File: config.mk
export PLATFORM = sky130hd
export DESIGN_NAME = alu_result_monitor
export DESIGN_NICKNAME = d
export VERILOG_FILES = /design/src/rtl/alu_result_monitor.sv
export SDC_FILE = /design/constraint.sdc
export NUM_CORES = 1
export LEC_CHECK = 0
export ABC_AREA = 1
export BUFFER_PORTS_ARGS = -buffer_cell sky130_fd_sc_hd__buf_2
export CAP_MARGIN = 5
export CORE_ASPECT_RATIO = 0.75
export CORE_MARGIN = 2
export CORE_UTILIZATION = 42
export CTS_CLUSTER_DIAMETER = 80
export DETAILED_ROUTE_END_ITERATION = 8
export GPL_TIMING_DRIVEN = 0
export PLACE_DENSITY = 0.71
export SLEW_MARGIN = 0
export SYNTH_ARGS = -nofsm -noshare
export SYNTH_HDL_FRONTEND = slang
export SYNTH_SLANG_ARGS = --single-unit
File: constraint.sdc
create_clock -name clk -period 1.7 [get_ports clk]
set_clock_uncertainty 0.2 [all_clocks]
set_input_delay 0.34 -clock clk [delete_from_list [all_inputs] [get_ports clk]]
set_output_delay 0.34 -clock clk [all_outputs]
set_load 0.02 [all_outputs]
File: src/rtl/alu_result_monitor.sv
// -----------------------------------------------------------------------------
// alu_result_monitor
//
// Self-checking consumer placed beside the 8-bit ALU. It mirrors the ALU's
// free-running op select (0..7, one step per clock), recomputes the expected
// result and carry from the same operands, and compares them against the ALU
// outputs one cycle later. Mismatches are reported as a one-cycle pulse,
// counted in a saturating error counter, and the first failing op is captured.
// Clean op-7 compares are counted as completed sweeps.
//
// Optional build macro: ALU_MON_HALT_ON_ERR_EN
//   When defined, the first failing compare parks the monitor in HALT, which
//   freezes all status until clear or reset. When undefined, HALT does not
//   exist and checking simply continues through errors.
// -----------------------------------------------------------------------------
module alu_result_monitor #(
  parameter int ERR_CNT_W   = 16,
  parameter int SWEEP_CNT_W = 16
) (
  input  logic                   clk,
  input  logic                   reset_n,
  input  logic                   enable,
  input  logic                   clear,
  input  logic [7:0]             a,
  input  logic [7:0]             b,
  input  logic [7:0]             alu_out,
  input  logic                   carry_out,
  output logic [2:0]             phase,
  output logic                   mismatch,
  output logic                   err_sticky,
  output logic [ERR_CNT_W-1:0]   err_count,
  output logic [SWEEP_CNT_W-1:0] sweep_count,
  output logic [2:0]             first_err_op,
  output logic [7:0]             first_err_got,
  output logic [7:0]             first_err_exp,
  output logic                   busy
);

  // ---------------------------------------------------------------------------
  // Types and constants
  // ---------------------------------------------------------------------------
`ifdef ALU_MON_HALT_ON_ERR_EN
  typedef enum logic [1:0] {
    ST_IDLE  = 2'd0,
    ST_PRIME = 2'd1,
    ST_CHECK = 2'd2,
    ST_HALT  = 2'd3
  } state_e;
`else
  typedef enum logic [1:0] {
    ST_IDLE  = 2'd0,
    ST_PRIME = 2'd1,
    ST_CHECK = 2'd2
  } state_e;
`endif

  typedef enum logic [2:0] {
    OP_ADD  = 3'd0,
    OP_SUB  = 3'd1,
    OP_AND  = 3'd2,
    OP_OR   = 3'd3,
    OP_XOR  = 3'd4,
    OP_XNOR = 3'd5,
    OP_NAND = 3'd6,
    OP_NOR  = 3'd7
  } op_e;

  localparam logic [ERR_CNT_W-1:0]   ERR_MAX   = '1;
  localparam logic [SWEEP_CNT_W-1:0] SWEEP_MAX = '1;
  localparam logic [ERR_CNT_W-1:0]   ERR_ONE   = ERR_CNT_W'(1);
  localparam logic [SWEEP_CNT_W-1:0] SWEEP_ONE = SWEEP_CNT_W'(1);

  // Expected {carry, result} of one ALU op on the given operands.
  function automatic logic [8:0] calc_expected(input logic [2:0] op,
                                               input logic [7:0] x,
                                               input logic [7:0] y);
    logic [8:0] sum;
    logic [8:0] res;
    sum = {1'b0, x} + {1'b0, y};
    res = 9'd0;
    case (op_e'(op))
      OP_ADD:  res = sum;
      OP_SUB:  res = {(x < y), x - y};
      OP_AND:  res = {1'b0, x & y};
      OP_OR:   res = {1'b0, x | y};
      OP_XOR:  res = {1'b0, x ^ y};
      OP_XNOR: res = {1'b0, ~(x ^ y)};
      OP_NAND: res = {1'b0, ~(x & y)};
      OP_NOR:  res = {1'b0, ~(x | y)};
      default: res = 9'd0;
    endcase
    return res;
  endfunction

  // ---------------------------------------------------------------------------
  // Registers
  // ---------------------------------------------------------------------------
  logic [2:0]             phase_q;
  logic [7:0]             exp_q;
  logic [2:0]             op_q;
  logic                   cerr_q;
  state_e                 state_q, state_d;
  logic                   mismatch_q, mismatch_d;
  logic                   sticky_q, sticky_d;
  logic [ERR_CNT_W-1:0]   err_cnt_q, err_cnt_d;
  logic [SWEEP_CNT_W-1:0] sweep_cnt_q, sweep_cnt_d;
  logic [2:0]             fe_op_q, fe_op_d;
  logic [7:0]             fe_got_q, fe_got_d;
  logic [7:0]             fe_exp_q, fe_exp_d;

  // Combinational helpers
  logic [8:0] exp_now;
  logic       compare;
  logic       fail;

  // Expected result and carry for the op the ALU is executing this cycle.
  always_comb begin
    exp_now = calc_expected(phase_q, a, b);
  end

  // Phase mirror and one-stage pipeline aligning expectations with alu_out.
  // NOTE: state registers use non-blocking assignments so every flop samples
  // the pre-edge values of the others, matching real hardware ordering.
  always_ff @(posedge clk or negedge reset_n) begin
    if (!reset_n) begin
      phase_q <= 3'd0;
      exp_q   <= 8'd0;
      op_q    <= 3'd0;
      cerr_q  <= 1'b0;
    end else begin
      phase_q <= phase_q + 3'd1;
      exp_q   <= exp_now[7:0];
      op_q    <= phase_q;
      cerr_q  <= (carry_out != exp_now[8]);
    end
  end

  // A compare happens only in CHECK with enable still high; the exit edge
  // (enable low) is not checked. Result and carry errors merge into one event.
  assign compare = (state_q == ST_CHECK) && enable;
  assign fail    = compare && ((alu_out != exp_q) || cerr_q);

  // ---------------------------------------------------------------------------
  // Control FSM
  // ---------------------------------------------------------------------------

  // Next-state logic: IDLE -> PRIME -> CHECK, back to IDLE on enable low.
  // NOTE: every always_comb output gets a default first so no path through the
  // case can leave it unassigned and infer a latch.
  always_comb begin
    state_d = state_q;
    case (state_q)
      ST_IDLE: begin
        if (enable) state_d = ST_PRIME;
      end
      ST_PRIME: begin
        state_d = ST_CHECK;
      end
      ST_CHECK: begin
        if (!enable) begin
          state_d = ST_IDLE;
        end
`ifdef ALU_MON_HALT_ON_ERR_EN
        else if (fail) begin
          state_d = ST_HALT;
        end
`endif
      end
`ifdef ALU_MON_HALT_ON_ERR_EN
      ST_HALT: begin
        state_d = ST_HALT;
      end
`endif
      default: state_d = ST_IDLE;
    endcase
    if (clear) state_d = ST_IDLE;
  end

  // State register.
  always_ff @(posedge clk or negedge reset_n) begin
    if (!reset_n) begin
      state_q <= ST_IDLE;
    end else begin
      state_q <= state_d;
    end
  end

  // ---------------------------------------------------------------------------
  // Status: mismatch pulse, saturating counters, first-error capture
  // ---------------------------------------------------------------------------

  // Status next-state; clear overrides everything, dropping a coincident fail.
  always_comb begin
    mismatch_d  = fail;
    sticky_d    = sticky_q;
    err_cnt_d   = err_cnt_q;
    sweep_cnt_d = sweep_cnt_q;
    fe_op_d     = fe_op_q;
    fe_got_d    = fe_got_q;
    fe_exp_d    = fe_exp_q;

    if (fail) begin
      if (err_cnt_q != ERR_MAX) err_cnt_d = err_cnt_q + ERR_ONE;
      if (!sticky_q) begin
        sticky_d = 1'b1;
        fe_op_d  = op_q;
        fe_got_d = alu_out;
        fe_exp_d = exp_q;
      end
    end else if (compare && (op_q == 3'd7)) begin
      if (sweep_cnt_q != SWEEP_MAX) sweep_cnt_d = sweep_cnt_q + SWEEP_ONE;
    end

    if (clear) begin
      mismatch_d  = 1'b0;
      sticky_d    = 1'b0;
      err_cnt_d   = '0;
      sweep_cnt_d = '0;
      fe_op_d     = 3'd0;
      fe_got_d    = 8'd0;
      fe_exp_d    = 8'd0;
    end
  end

  // Status registers.
  always_ff @(posedge clk or negedge reset_n) begin
    if (!reset_n) begin
      mismatch_q  <= 1'b0;
      sticky_q    <= 1'b0;
      err_cnt_q   <= '0;
      sweep_cnt_q <= '0;
      fe_op_q     <= 3'd0;
      fe_got_q    <= 8'd0;
      fe_exp_q    <= 8'd0;
    end else begin
      mismatch_q  <= mismatch_d;
      sticky_q    <= sticky_d;
      err_cnt_q   <= err_cnt_d;
      sweep_cnt_q <= sweep_cnt_d;
      fe_op_q     <= fe_op_d;
      fe_got_q    <= fe_got_d;
      fe_exp_q    <= fe_exp_d;
    end
  end

  // ---------------------------------------------------------------------------
  // Outputs
  // ---------------------------------------------------------------------------
  assign phase         = phase_q;
  assign mismatch      = mismatch_q;
  assign err_sticky    = sticky_q;
  assign err_count     = err_cnt_q;
  assign sweep_count   = sweep_cnt_q;
  assign first_err_op  = fe_op_q;
  assign first_err_got = fe_got_q;
  assign first_err_exp = fe_exp_q;
  assign busy          = (state_q == ST_PRIME) || (state_q == ST_CHECK);

endmodule
==> impl_metrics.toml <==
[outcome]
outcome = "complete, but fails checks"
violations = "setup timing"

[synth]
synthTopCellsByArea = "dfrtp_1 34%, nand2_1 17%, nand3_1 8.7%"
synth_flop_cell = "dfrtp_1"
synth_edf_count = 0
async_flop_share = 1.00
syn_area_per_cell_sq_um = 6.84
synth_top_cell_area_share = 0.336
netlist_instances = 763
synth_nets = 830
yosysTopAreaCell = "dfrtp_1"
synth_seq_cells = 70
synthesis.area_sq_um = 5220
ys_seq_area_frac = 0.336
ys_warn_count = 0
ys_types = 40

[global_routing]
grt_max_degree = 71
grt.total_usage = 0.225
antenna_found_initial = 0
grt_pass1_vias = 5103
grt_remaining_overflow = 0
grt_pass1_wl_microns = 24200

[floorplan]
dieArea_sq_um = 13300
io_pins = 86
die_h_microns = 101
dieWidth_microns = 133
fp.coreArea_sq_um = 12200
initial_core_util = 0.427
fp-row-count = 35

[clock_network]
path_clk_slew_ns = 0.06
htree_levels = 3
clock_sinks = 70
numCtsBuffers = 9
clockRootBuffer = "clkbuf_16"
cts.path.max_buffers = 2
cts_tree = "built"
clk_latency_ns = 0.33

[sta]
maxSlewHeadroom = 0.580
hold_slack_ns = 0.0795
rsz0062_at_grt = "true"
finalCritPeriodShare = 1.09
max_slew.worst_pin.slew_ns = 0.630
hold_violations = 0
setup_ws_ns = -0.151
fmax_ghz = 0.540
slew_viol_final = 0
setup_viol = 61
min_period_ns = 1.85

[place]
dp_hpwl_microns = 10000
placed_area_sq_um = 6010
io_buffers = 84
globalplace.congestion = 0.870

[detailed_routing]
dr.pass1.iters = 5
drt-total-wl_microns = 15400
routed_via_density = 5.05
vias = 5500
drtAntennaViolNets = 0
wl_per_cell_microns = 14.1
drcViolationCount = 0
drt_iter0_drc = 442

[pwr]
power_density_nw_per_um2 = 733
switching_share = 0.319
vdd_drop_max_v = 0.000494
p_switching_mw = 1.76
p_seq_frac = 0.341
internal_power_mw = 3.75
comb_power_share = 0.290
clock_power_share = 0.369
leakagePower_nw = 4.01

[critical_path]
cp-start-kind = "flip-flop"
r2r_cells = 10
critPathRequiredTime_ns = 1.72
critical_path_class = "flip-flop to flip-flop"
endpoint_kind = "flip-flop"
cp_max_fo = 5
cp.arrival_ns = 1.87

[final_layout]
final_core_util = 0.616
nNetsFinal = 985
stdcell_area_sq_um = 7520
areaGrowthSynthToFinish_pct = 44.2
drive_above_1_share = 0.373
n_antenna_cell = 0

[min_path]
worstHoldPathCells = 3
hold_path.class = "input pin to flip-flop"

[run]
drv_cap = 0
## synthesized netlist by cell type, types with 9 or more instances
| cell | n |
|---|---|
| nand2_1 | 230 |
| inv_1 | 100 |
| nor2_1 | 94 |
| nand3_1 | 91 |
| dfrtp_1 | 70 |
| ha_1 | 36 |
| o21ai_0 | 24 |
| nand4_1 | 12 |
| a21oi_1 | 11 |
| clkbuf_1 | 10 |
| xor2_1 | 10 |
| nor3_1 | 9 |
## worst paths after layout
path	startpoint	endpoint	slack (ns)
min	carry_out	cerr_q$_DFF_PN0_	0.08
min in group asynchronous	reset_n	sweep_count[6]$_DFFE_PN0P_	0.40
max in group asynchronous	reset_n	err_count[0]$_DFFE_PN0P_	0.44
min reg2reg	first_err_op[2]$_DFFE_PN0P_	first_err_op[2]$_DFFE_PN0P_	0.31
max	state_q[0]$_DFFE_PN0P_	sweep_count[12]$_DFFE_PN0P_	-0.15
max reg2reg	state_q[0]$_DFFE_PN0P_	sweep_count[12]$_DFFE_PN0P_	-0.15
## per-layer routing
metal | global-route usage | vias to the layer above | wire, microns
met1 | 0.302 | 2544 | 6910
met5 | 0 | - | 0
met3 | 0.0317 | 25 | 895
met4 | 0.0794 | 0 | 296
li1 | - | 2731 | -
met2 | 0.375 | 200 | 7290
## placed cells by master (no fill, tap or decap), types with 12 or more instances in the layout
master   synthesis  routed
inv_1          100      82
dfrtp_1         70      56
buf_2            7      83
buf_4            2      44
inv_2            2      13
nand3_1         91      69
nand2_4          2      18
nor2_1          94      87
nand4_1         12      12
nand2_1        230     175
nand2_2          2      40
dfrtp_2          0      14
ha_1            36      23
nand3_2          4      23
buf_6            2      18
o21ai_0         24      14
ha_4             0      12
## worst max-delay path, cell delays in order (launching register included)
cell and delay, ns:
dfrtp_1 0.39, inv_2 0.10, ha_4 0.14, nand2_4 0.05, inv_4 0.06, nand4_1 0.15, o21ai_4 0.23, nand2_4 0.14
buf_12 0.17, nand2_2 0.05, nand2_1 0.05
## metrics by stage
stage / instances / setup WS, ns / power [mW] / TNS [ns]
2_1_floorplan: 763 / -0.118 / 2.61 / -1.52
3_3_place_gp: 1013 / -0.412 / 2.92 / -32.35
3_5_place_dp: 1013 / -0.359 / 2.94 / -12.52
4_1_cts: 1075 / -0.0973 / 5.30 / -2.46
5_1_grt: 1089 / -0.226 / 5.78 / -9.05
6_report: 1089 / -0.151 / 5.51 / -4.91
## power by group through the flow
stage / Combinational (mW) / Clock (mW) / Sequential, mW
after floorplan: 0.645 / 0 / 1.96
after global placement: 1.01 / 0 / 1.91
after detailed placement: 1.03 / 0 / 1.91
after CTS: 1.39 / 2.05 / 1.87
after global routing: 1.75 / 2.14 / 1.89
final: 1.60 / 2.03 / 1.88
## state kept, by name (all words and copies together), names as in the netlist
name,count
state_q,2
cerr_q,1
phase,3
first_err_op,3
exp_q,8
err_sticky,1
first_err_exp,8
err_count,16
sweep_count,16
mismatch,1
first_err_got,8
op_q,3
## final cells by class
cell class | instances | area [sq um]
plain buffers | 23 | 191
clock buffers | 9 | 225
clock inverters | 7 | 98.8
fillers | 1036 | 4690
inverters | 103 | 419
multi-input cells | 565 | 3570
flip-flops and latches | 70 | 1770
well taps | 166 | 208
repair buffers | 146 | 1040
## kinds of logic (layout without fill, tap and decap cells)
| logic type | Yosys count | count (layout) | synth area share |
|---|---|---|---|
| simple gates | 460 | 460 | 0.382 |
| compound gates | 53 | 53 | 0.0600 |
| fa+ha+maj | 38 | 38 | 0.0940 |
| flops | 70 | 70 | 0.336 |
| xor+xnor | 14 | 14 | 0.0235 |
| buf+inv | 128 | 288 | 0.105 |
## timing repair
item | CTS | global route
pin swaps | 42 | 54
gates cloned | 4 | 1
hold buffers | 1 | 0
endpoints found under the setup margin | 58 | 74
gates resized for setup | 85 | 115
hold endpoints to repair | 70 | 0
buffers inserted | 43 | 13
(Power assumes the default switching activity.)
